===== src/rtl/mc_mips_pkg.sv =====
// mc_mips_pkg: opcodes, FSM state encoding, ALU op codes and decode helpers for mc_mips_core
package mc_mips_pkg;
  localparam logic [5:0] OP_RTYPE = 6'h00, OP_J = 6'h02, OP_BEQ = 6'h04, OP_ADDI = 6'h08, OP_LW = 6'h23, OP_SW = 6'h2B;
  localparam logic [5:0] F_SLL = 6'h00, F_ADD = 6'h20, F_SUB = 6'h22, F_AND = 6'h24, F_OR = 6'h25, F_SLT = 6'h2A;
  typedef enum logic [2:0] {FETCH, DECODE, EXEC, MEM, WB, HALT} state_t;
  typedef enum logic [3:0] {ALU_ADD, ALU_SUB, ALU_AND, ALU_OR, ALU_SLT, ALU_SLL} alu_op_t;
  function automatic alu_op_t alu_sel(input logic [5:0] op, input logic [5:0] fn);
    return op != OP_RTYPE ? ALU_ADD : fn == F_SUB ? ALU_SUB : fn == F_AND ? ALU_AND :
           fn == F_OR ? ALU_OR : fn == F_SLT ? ALU_SLT : fn == F_SLL ? ALU_SLL : ALU_ADD;
  endfunction
  function automatic logic is_legal(input logic [5:0] op, input logic [5:0] fn);
    return (op == OP_RTYPE && fn inside {F_SLL, F_ADD, F_SUB, F_AND, F_OR, F_SLT}) ||
           op inside {OP_ADDI, OP_LW, OP_SW, OP_BEQ, OP_J};
  endfunction
endpackage


===== src/rtl/mc_mips_if.sv =====
// mc_mips_if: unified req/ready memory port; the core is master, memory is slave
interface mc_mips_if #(parameter int ADDR_W = 32);
  logic mem_req, mem_we, mem_ready;
  logic [ADDR_W-1:0] mem_addr;
  logic [31:0] mem_wdata, mem_rdata;
  modport master (output mem_req, mem_we, mem_addr, mem_wdata, input mem_rdata, mem_ready);
  modport slave (input mem_req, mem_we, mem_addr, mem_wdata, output mem_rdata, mem_ready);
endinterface


===== src/rtl/mc_mips_regfile.sv =====
// mc_mips_regfile: 32x32 GPRs, two async read ports, one sync write port, r0 reads as 0
module mc_mips_regfile (
  input  logic        clk,
  input  logic        we_i,
  input  logic [4:0]  waddr_i,
  input  logic [31:0] wdata_i,
  input  logic [4:0]  raddr_a_i,
  input  logic [4:0]  raddr_b_i,
  output logic [31:0] rdata_a_o,
  output logic [31:0] rdata_b_o
);
  logic [31:0] rf_q [32];
  always_ff @(posedge clk)
    if (we_i && waddr_i != 5'd0) rf_q[waddr_i] <= wdata_i;
  assign rdata_a_o = raddr_a_i == 5'd0 ? 32'd0 : rf_q[raddr_a_i];
  assign rdata_b_o = raddr_b_i == 5'd0 ? 32'd0 : rf_q[raddr_b_i];
endmodule


===== src/rtl/mc_mips_core.sv =====
// mc_mips_core: multicycle MIPS-I subset CPU with one req/ready memory port.
// Define MC_MIPS_TRAP_EN to halt on illegal instructions instead of executing them as NOPs.
module mc_mips_core
  import mc_mips_pkg::*;
#(
  parameter logic [31:0] RESET_PC  = 32'h0000_0000,
  parameter int          ADDR_W    = 32,
  parameter logic [31:0] TRAP_CODE = 32'hDEAD_0001
) (
  input  logic        clk,
  input  logic        rst,
  mc_mips_if.master   mem,
  output logic        halted,
  output logic [31:0] trap_cause,
  output logic [31:0] pc_dbg
);
`ifdef MC_MIPS_TRAP_EN
  localparam state_t ILL_NEXT = HALT;
`else
  localparam state_t ILL_NEXT = FETCH;
`endif
  state_t state_q, state_d;
  logic run_q;
  logic [31:0] pc_q, pc_d, ir_q, ir_d, a_q, a_d, b_q, b_d, alu_q, alu_d, mdr_q, mdr_d;
  logic [31:0] rs_val, rt_val, sext, alu_b, alu_res, addr;
  logic [5:0] op, fn;
  logic hs, is_r;
  alu_op_t aop;
  assign op = ir_q[31:26];
  assign fn = ir_q[5:0];
  assign is_r = op == OP_RTYPE;
  assign sext = {{16{ir_q[15]}}, ir_q[15:0]};
  assign hs = mem.mem_req && mem.mem_ready;
  assign aop = alu_sel(op, fn);
  assign alu_b = is_r ? b_q : sext;
  assign alu_res = aop == ALU_SUB ? a_q - alu_b : aop == ALU_AND ? a_q & alu_b : aop == ALU_OR ? a_q | alu_b :
                   aop == ALU_SLT ? {31'd0, $signed(a_q) < $signed(alu_b)} :
                   aop == ALU_SLL ? b_q << ir_q[10:6] : a_q + alu_b;
  mc_mips_regfile u_rf (
    .clk       (clk),
    .we_i      (state_q == WB),
    .waddr_i   (is_r ? ir_q[15:11] : ir_q[20:16]),
    .wdata_i   (op == OP_LW ? mdr_q : alu_q),
    .raddr_a_i (ir_q[25:21]),
    .raddr_b_i (ir_q[20:16]),
    .rdata_a_o (rs_val),
    .rdata_b_o (rt_val)
  );
  // run_q keeps the port quiet during reset even though the state already reads FETCH
  always_ff @(posedge clk)
    if (!rst) begin
      state_q <= FETCH;
      run_q <= 1'b0;
    end else begin
      state_q <= state_d;
      run_q <= 1'b1;
    end
  always_comb begin
    state_d = state_q;
    case (state_q)
      FETCH:   state_d = hs ? DECODE : FETCH;
      DECODE:  state_d = is_legal(op, fn) ? EXEC : ILL_NEXT;
      EXEC:    state_d = is_r || op == OP_ADDI ? WB : op == OP_LW || op == OP_SW ? MEM : FETCH;
      MEM:     state_d = !hs ? MEM : op == OP_LW ? WB : FETCH;
      WB:      state_d = FETCH;
      default: state_d = HALT;
    endcase
  end
  always_comb begin
    mem.mem_req = run_q && (state_q == FETCH || state_q == MEM);
    mem.mem_we = run_q && state_q == MEM && op == OP_SW;
    addr = state_q == MEM ? alu_q : pc_q;
    mem.mem_addr = addr[ADDR_W-1:0] & ~ADDR_W'(3);
    mem.mem_wdata = b_q;
    halted = state_q == HALT;
    trap_cause = halted ? TRAP_CODE : 32'd0;
    pc_dbg = pc_q;
  end
  always_comb begin
    pc_d = pc_q;
    ir_d = ir_q;
    a_d = a_q;
    b_d = b_q;
    alu_d = alu_q;
    mdr_d = mdr_q;
    case (state_q)
      FETCH: begin
        ir_d = hs ? mem.mem_rdata : ir_q;
        pc_d = hs ? pc_q + 32'd4 : pc_q;
      end
      DECODE: begin
        a_d = rs_val;
        b_d = rt_val;
        alu_d = pc_q + (sext << 2);
      end
      EXEC: begin
        alu_d = alu_res;
        pc_d = op == OP_J ? {pc_q[31:28], ir_q[25:0], 2'b00} : op == OP_BEQ && a_q == b_q ? alu_q : pc_q;
      end
      MEM: mdr_d = hs && op == OP_LW ? mem.mem_rdata : mdr_q;
      default: ;
    endcase
  end
  always_ff @(posedge clk)
    if (!rst) begin
      pc_q <= RESET_PC;
      ir_q <= 32'd0;
      a_q <= 32'd0;
      b_q <= 32'd0;
      alu_q <= 32'd0;
      mdr_q <= 32'd0;
    end else begin
      pc_q <= pc_d;
      ir_q <= ir_d;
      a_q <= a_d;
      b_q <= b_d;
      alu_q <= alu_d;
      mdr_q <= mdr_d;
    end
endmodule


===== src/flat_wrapper.sv =====
// flat-port wrapper written by rule: the top's interface ports become plain ports
module mc_mips_core_flat import mc_mips_pkg::*;
#(
  parameter logic [31:0] RESET_PC  = 32'h0000_0000,
  parameter int          ADDR_W    = 32,
  parameter logic [31:0] TRAP_CODE = 32'hDEAD_0001
)
  (clk, rst, halted, trap_cause, pc_dbg, mem_mem_req, mem_mem_we, mem_mem_addr, mem_mem_wdata, mem_mem_rdata, mem_mem_ready);
  mc_mips_if #(.ADDR_W(ADDR_W)) mem_i ();
  input  logic clk;
  input  logic rst;
  output logic halted;
  output logic [31:0] trap_cause;
  output logic [31:0] pc_dbg;
  output wire logic [$bits(mem_i.mem_req)-1:0] mem_mem_req;
  output wire logic [$bits(mem_i.mem_we)-1:0] mem_mem_we;
  output wire logic [$bits(mem_i.mem_addr)-1:0] mem_mem_addr;
  output wire logic [$bits(mem_i.mem_wdata)-1:0] mem_mem_wdata;
  input wire logic [$bits(mem_i.mem_rdata)-1:0] mem_mem_rdata;
  input wire logic [$bits(mem_i.mem_ready)-1:0] mem_mem_ready;
  assign mem_mem_req = mem_i.mem_req;
  assign mem_mem_we = mem_i.mem_we;
  assign mem_mem_addr = mem_i.mem_addr;
  assign mem_mem_wdata = mem_i.mem_wdata;
  assign mem_i.mem_rdata = mem_mem_rdata;
  assign mem_i.mem_ready = mem_mem_ready;
  mc_mips_core #(.RESET_PC(RESET_PC), .ADDR_W(ADDR_W), .TRAP_CODE(TRAP_CODE)) u_core (.clk(clk), .rst(rst), .mem(mem_i), .halted(halted), .trap_cause(trap_cause), .pc_dbg(pc_dbg));
endmodule

===== config.mk =====
export PLATFORM = sky130hd
export DESIGN_NAME = mc_mips_core_flat
export DESIGN_NICKNAME = d
export VERILOG_FILES = /design/src/rtl/mc_mips_pkg.sv /design/src/rtl/mc_mips_if.sv /design/src/rtl/mc_mips_regfile.sv /design/src/rtl/mc_mips_core.sv /design/src/flat_wrapper.sv
export SDC_FILE = /design/constraint.sdc
export NUM_CORES = 2
export LEC_CHECK = 0
export BUFFER_PORTS_ARGS = -buffer_cell sky130_fd_sc_hd__buf_2
export CORE_MARGIN = 3
export CORE_UTILIZATION = 50
export CTS_CLUSTER_SIZE = 8
export DETAILED_ROUTE_END_ITERATION = 7
export GPL_TIMING_DRIVEN = 1
export PLACE_DENSITY = 0.66
export SLEW_MARGIN = 20
export SYNTH_ARGS = -nofsm -noshare
export SYNTH_HDL_FRONTEND = slang
export SYNTH_HIERARCHICAL = 1
export SYNTH_SLANG_ARGS = --single-unit

===== constraint.sdc =====
create_clock -name clk -period 4.7 [get_ports clk]
set_input_delay 0.47 -clock clk [delete_from_list [all_inputs] [get_ports clk]]
set_output_delay 0.47 -clock clk [all_outputs]
set_load 0.03 [all_outputs]

Word level (Yosys, flattened, before mapping)
Memory sizes are Yosys's and may differ from the RTL's. A register that Yosys moved wholly into a read port is not among the register bits.
Index checks and enable logic that the tools add are counted.
{"block": "totals", "in_bits": 35, "mem_bits_rw": 1024, "reg_bits": 196, "output_inout_bits": 131, "mem_count": 1}
{"name": "u_core.u_rf.rf_q", "depth": 32, "word_bits": 32, "read_ports": 2, "rd_clocked_by_memory_dff": 2, "write_ports": 1, "line_no": "mc_mips_regfile.sv:12", "text": "logic [31:0] rf_q [32];"}
{"block": "op_classes", "n_bitwise": 2, "n_mux": 37, "magnitude_cmp": 1, "n_addsub": 4, "n_reduce_logical": 27, "n_shift": 1, "n_eq_ne": 25}
{"cell": "$mux W32", "n": 14}
{"cell": "$pmux W32 S2", "n": 2}
{"cell": "$add A32 B32 Y32", "n": 2}
{"cell": "$eq A6 B6 Y1 const B", "n": 7}
{"cell": "$add A32 B3 Y32 const B", "n": 1}
{"cell": "$and A32 B32 Y32", "n": 1}
{"cell": "$eq A32 B32 Y1", "n": 1}
{"cell": "$lt A32 B32 Y1", "n": 1}
{"cell": "$or A32 B32 Y32", "n": 1}
{"cell": "$shl A32 B5 Y32", "n": 1}
{"cell": "$sub A32 B32 Y32", "n": 1}
{"cell": "$mux W5", "n": 5}
{"cell": "$mux W4", "n": 5}
{"cell": "$pmux W3 S5", "n": 1}
{"cell": "$logic_not A6 Y1", "n": 2}
{"cell": "$mux W3", "n": 4}
{"cell": "$reduce_bool A6 Y1", "n": 2}
{"cell": "$logic_not A5 Y1", "n": 2}
{"cell": "$reduce_bool A5 Y1", "n": 2}
{"cell": "$eq A4 B2 Y1 const B", "n": 2}
{"cell": "$eq A4 B3 Y1 const B", "n": 2}
{"cell": "$logic_and A1 B1 Y1", "n": 8}
{"cell": "$eq A3 B2 Y1 const B", "n": 2}
{"cell": "$eq A3 B3 Y1 const B", "n": 2}
{"cell": "other kinds (16)", "n": 26}

Longest topological paths before layout
{"block": "depth", "ltp_word": 14, "mapped_depth": 19}

Modules after synthesis
The synthesis kept the hierarchy.
{"module": "mc_mips_regfile", "instances": 1, "area_per_inst_um2": 47929.7, "cells_per_inst": 2564}
{"module": "mc_mips_core", "instances": 1, "area_per_inst_um2": 18541.5, "cells_per_inst": 2584}

Least setup slack after synthesis
OpenSTA, ideal clock, no wires.
{"block": "synth_path", "path_type": "flip-flop to flip-flop", "from": "register u_core.ir_q[29]", "to": "register u_core.alu_q[30]", "stages_incl_launch_ff": 18, "setup_time_ns": 0.103, "n_path_buf": 4, "arrival_time_ns": 4.144, "path_slack_ns": 0.453, "required_ns": 4.597, "cell_sequence": "dfxtp_1 > clkbuf_1 > nor3_1 > and2_1 > clkbuf_1 > clkbuf_1 > clkbuf_1 > a21o_1 > ha_1 > or4_4 > nor4_1 > nand2_1 > nor3_2 > o311a_4 > a21oi_2 > o221a_2 > xnor2_1 > a2111oi_2"}
{"block": "synth_via", "elab_chain_cells": 9}
{"element": "start: declaration", "line_no": "mc_mips_core.sv:24", "text": "logic [31:0] pc_q, pc_d, ir_q, ir_d, a_q, a_d, b_q, b_d, alu_q, alu_d, mdr_q, mdr_d;"}
{"element": "start signal: assignment", "line_no": "mc_mips_core.sv:114", "text": "ir_q <= ir_d;"}
{"element": "$logic_not A6 Y1 / $reduce_bool A6 Y1 (equally long branches)", "line_no": "mc_mips_core.sv:31, mc_mips_pkg.sv:8"}
{"element": "$mux W32 / $mux W4 (equally long branches)", "line_no": "mc_mips_core.sv:35, mc_mips_pkg.sv:8"}
{"element": "$add A32 B32 Y32 / $eq A4 B3 Y1 (equally long branches)", "line_no": "mc_mips_core.sv:38", "text": "aop == ALU_SLL ? b_q << ir_q[10:6] : a_q + alu_b;"}
{"element": "$mux W32", "line_no": "mc_mips_core.sv:38"}
{"element": "$mux W32", "line_no": "mc_mips_core.sv:37", "text": "aop == ALU_SLT ? {31'd0, $signed(a_q) < $signed(alu_b)} :"}
{"element": "$mux W32 (2 in series)", "line_no": "mc_mips_core.sv:36", "text": "assign alu_res = aop == ALU_SUB ? a_q - alu_b : aop == ALU_AND ? a_q & alu_b : aop == ALU_OR ? a_q | alu_b :"}
{"element": "$mux W32 *", "line_no": "mc_mips_core.sv:36"}
{"element": "$pmux W32 S2 *", "line_no": "mc_mips_core.sv:86", "text": "case (state_q)"}
{"element": "end signal: assignment", "line_no": "mc_mips_core.sv:117", "text": "alu_q <= alu_d;"}
{"element": "end: declaration", "line_no": "mc_mips_core.sv:24"}
Mark *: on every way between the ends. The rest lies on a longest branch, timed or not.
A chain may end at the register's enable or synchronous reset.

Worst setup path after layout
{"block": "layout_path", "from": "register u_core.ir_q[31]", "to": "register u_core.alu_q[31]"}
The elaborated chain is that of the path after synthesis.

==> summary.txt <==
DR WL/cell = 35.7 µm
RSZ-0062 raised after global routing = yes
#FFs+latches synth = 1220
Crit path launch = u_core/ir_q[31]
Initial antenna violation count = 12
Crit path DAT = 5.39 ns
CTS root buf = clkbuf_16
Setup violations, final = 0
Fin Clk Skew = 0.0419 ns
Row count = 133
Final TNS setup = 0 ns
Post-synth top cells = edfxtp_1, nand2_1, mux2i_1
Largest net degree at the start of global routing = 88
CTS H-tree lvls = 4
Avg Cell Area, Syn = 12.9 µm²
Synth async-reset ratio = 0%
Mapped Cells = 5148
Skew-Pair Late Insertion Delay = 0.81 ns
Residual DRC count = 0
CP endpoint kind = flop
Total vias in the final route = 50700
Die Y = 371 µm
Final Net Count = 5530
Vias in the first global route = 48300
Number of synthesized flops with an enable pin = 1024
Fin area = 0.0752 mm²
Final period util = 99.9%
Gr ovfl total = 0
Fmax = 213 MHz
Distinct cells, synth = 101
WP buf/inv = 3
Final Max Slew Viols = 0
DRT Pass-1 Iters = 6
CTS max path bufs = 3
Cell Area, Synth = 0.0665 mm²
Final min period = 4.69 ns
Die width = 371 µm
Routability cong. = 1.03
Share of cells above drive strength 1 = 21.1%
Crit path largest cell delay = 0.39 ns
Cell leakage power = 25.2 nW
Starting DRC count in detailed routing = 7223
Register area share after synthesis = 52.2%
Crit path kind = reg -> reg
Hpwl dp = 163 mm
Clock sink count = 1220
Critical path launch point type = flop
Die area = 0.137 mm²
Hold Path Origin = mem_mem_ready
Detailed Route WL = 257 mm
Core area = 0.132 mm²
Hold Fails Final Rpt = 0
Count leader, synth = edfxtp_1
I/O pins = 166
Syn. warnings = 6
CTS tree = done
Max Cap Viol = 0
Top-area cell type share of the netlist area = 46.3%
CP Cell Sequence = nor3_1, buf_4, and2_1, buf_4, a21o_1, inv_1, ha_1, a211oi_1, o21ai_0, a21oi_1, o21ai_1, a311oi_2, nor2_1, a211oi_1, mux2_1, nor4bb_1
Starting density of the core = 50.4%
Delay-heaviest family, CP = compound AO/OA/AOI/OAI gates
Vias/cell = 7.05
Area contributors post-synth = edfxtp_1, mux4_2, dfxtp_1
Num CTS Buffers = 172
Clock transition at path regs = 0.06 ns
Largest area contributor in the netlist = edfxtp_1
R2R Path Start = u_core/ir_q[31]
Slowest stage cell, crit path = a311oi_2
Area Overhead vs Synth = 13.1%
Hold Slack = 0.174 ns
DRT antenna net count = 0
WP data required = 5.39 ns
Worst min-delay path class = in -> reg
Slew @ Worst Pin = 1.21 ns
Placed Instance Area = 0.0700 mm²
Worst slew margin = 19.0%
Synth Flop Type = edfxtp_1
Worst-path fanout max = 7
GRT Util Overall = 36.8%
Status = finished clean
Global-route wire length before repair = 359 mm
Pwr dens = 360 mW/mm²
Postcts setup bufs = 0
I/O Buffers = 143
Maximum vdd drop = 0.310 mV
worst reg2reg max path, delay by kind of cell, from the launching register on:
family	cells	cell delay [ns]
multiplexers	1	0.36
flip-flops	1	0.35
adder cells (fa/ha/maj)	1	0.32
AO/OA/AOI/OAI	7	2.09
AND/OR/NAND/NOR	4	0.94
buffers and inverters	3	0.53
cells by family after synthesis:
family	synth area share (%)
DFF	52.2
AOI/OAI and AO/OA	11.8
and+or+nand+nor	7.53
muxes	20.6
buffers and inverters	3.84
adders and majority gates	2.73
xor gates and xnor gates	1.40
other	0.0113
registers in the layout, indices dropped and copies added (netlist names):
name / cells
u_core/u_rf/rf_q: 1024
u_core/a_q: 32
u_core/alu_q: 32
u_core/ir_q: 32
u_core/mdr_q: 32
u_core/mem.mem_wdata: 32
u_core/pc_dbg: 32
u_core/state_q: 3
u_core/run_q: 1
report_power, final:
group	leakage [nW]	total [mW]	internal, mW	switching (mW)
sequential	11.3	12.1	11.9	0.205
clock	2.32	11.3	6.76	4.59
combinational	11.6	3.61	1.25	2.36
through the flow:
stage          instances  power (mW)  utilization, %  setup slack, ns
2_1_floorplan       5200        14.4               -            0.453
3_3_place_gp        6901        15.8            53.1            0.129
3_5_place_dp        6901        15.8            53.1            0.119
4_1_cts             7176        27.1            57.0            0.104
5_1_grt             7178        27.7            57.1          -0.0486
6_report            7185        27.1            57.1          0.00696
cell usage in the layout (no fill, tap or decap), types with 43 or more instances in the layout:
master	instances
a22oi_1	71
edfxtp_1	1024
nor2b_1	43
a21o_1	54
buf_2	143
mux2i_1	371
mux4_1	54
a21oi_1	364
o221ai_1	81
mux2_2	127
inv_1	108
xnor2_1	78
nor2_1	147
nor3_1	47
ha_1	140
clkbuf_16	174
nand4_1	56
clkbuf_1	52
conb_1	54
buf_4	189
a221oi_1	44
dfxtp_1	185
nand2_1	587
mux4_2	315
nand3_1	53
o21ai_0	194
a211oi_1	97
final cells by class:
type	instances	area, µm²
multi-input combinational	3441	29800
tap	1755	2200
inverter	113	430
clock inverter	14	208
fill	10600	56600
antenna	9	22.5
clock buffer	229	4590
timing repair buffer	404	3260
sequential	1220	34700
path summary, 6_finish.rpt:
path | endpoint | slack (ns) | cells after the start
setup / recovery | u_core/alu_q[31] | 0.007 | 16
hold / removal | u_core/state_q[1] | 0.17 | 4
setup reg to reg | u_core/alu_q[31] | 0.007 | 16
hold reg to reg | u_core/mdr_q[30] | 0.45 | 2
layer usage:
layer / part of all wire, % / GRT usage (%) / up-vias
li1: - / - / 20500
met1: 36 / 46.8 / 25300
met2: 45 / 56.4 / 3932
met3: 12 / 10.2 / 896
met4: 6.8 / 21.6 / 8
met5: 0.020 / 0 / -
repair_timing:
action / in CTS / in global routing
endpoints found under the hold margin: 62 / 0
resized for setup: 0 / 4
endpoints found under the setup margin: 0 / 8
hold buffers: 32 / 0
No activity file was read; power rests on OpenSTA's default activity.
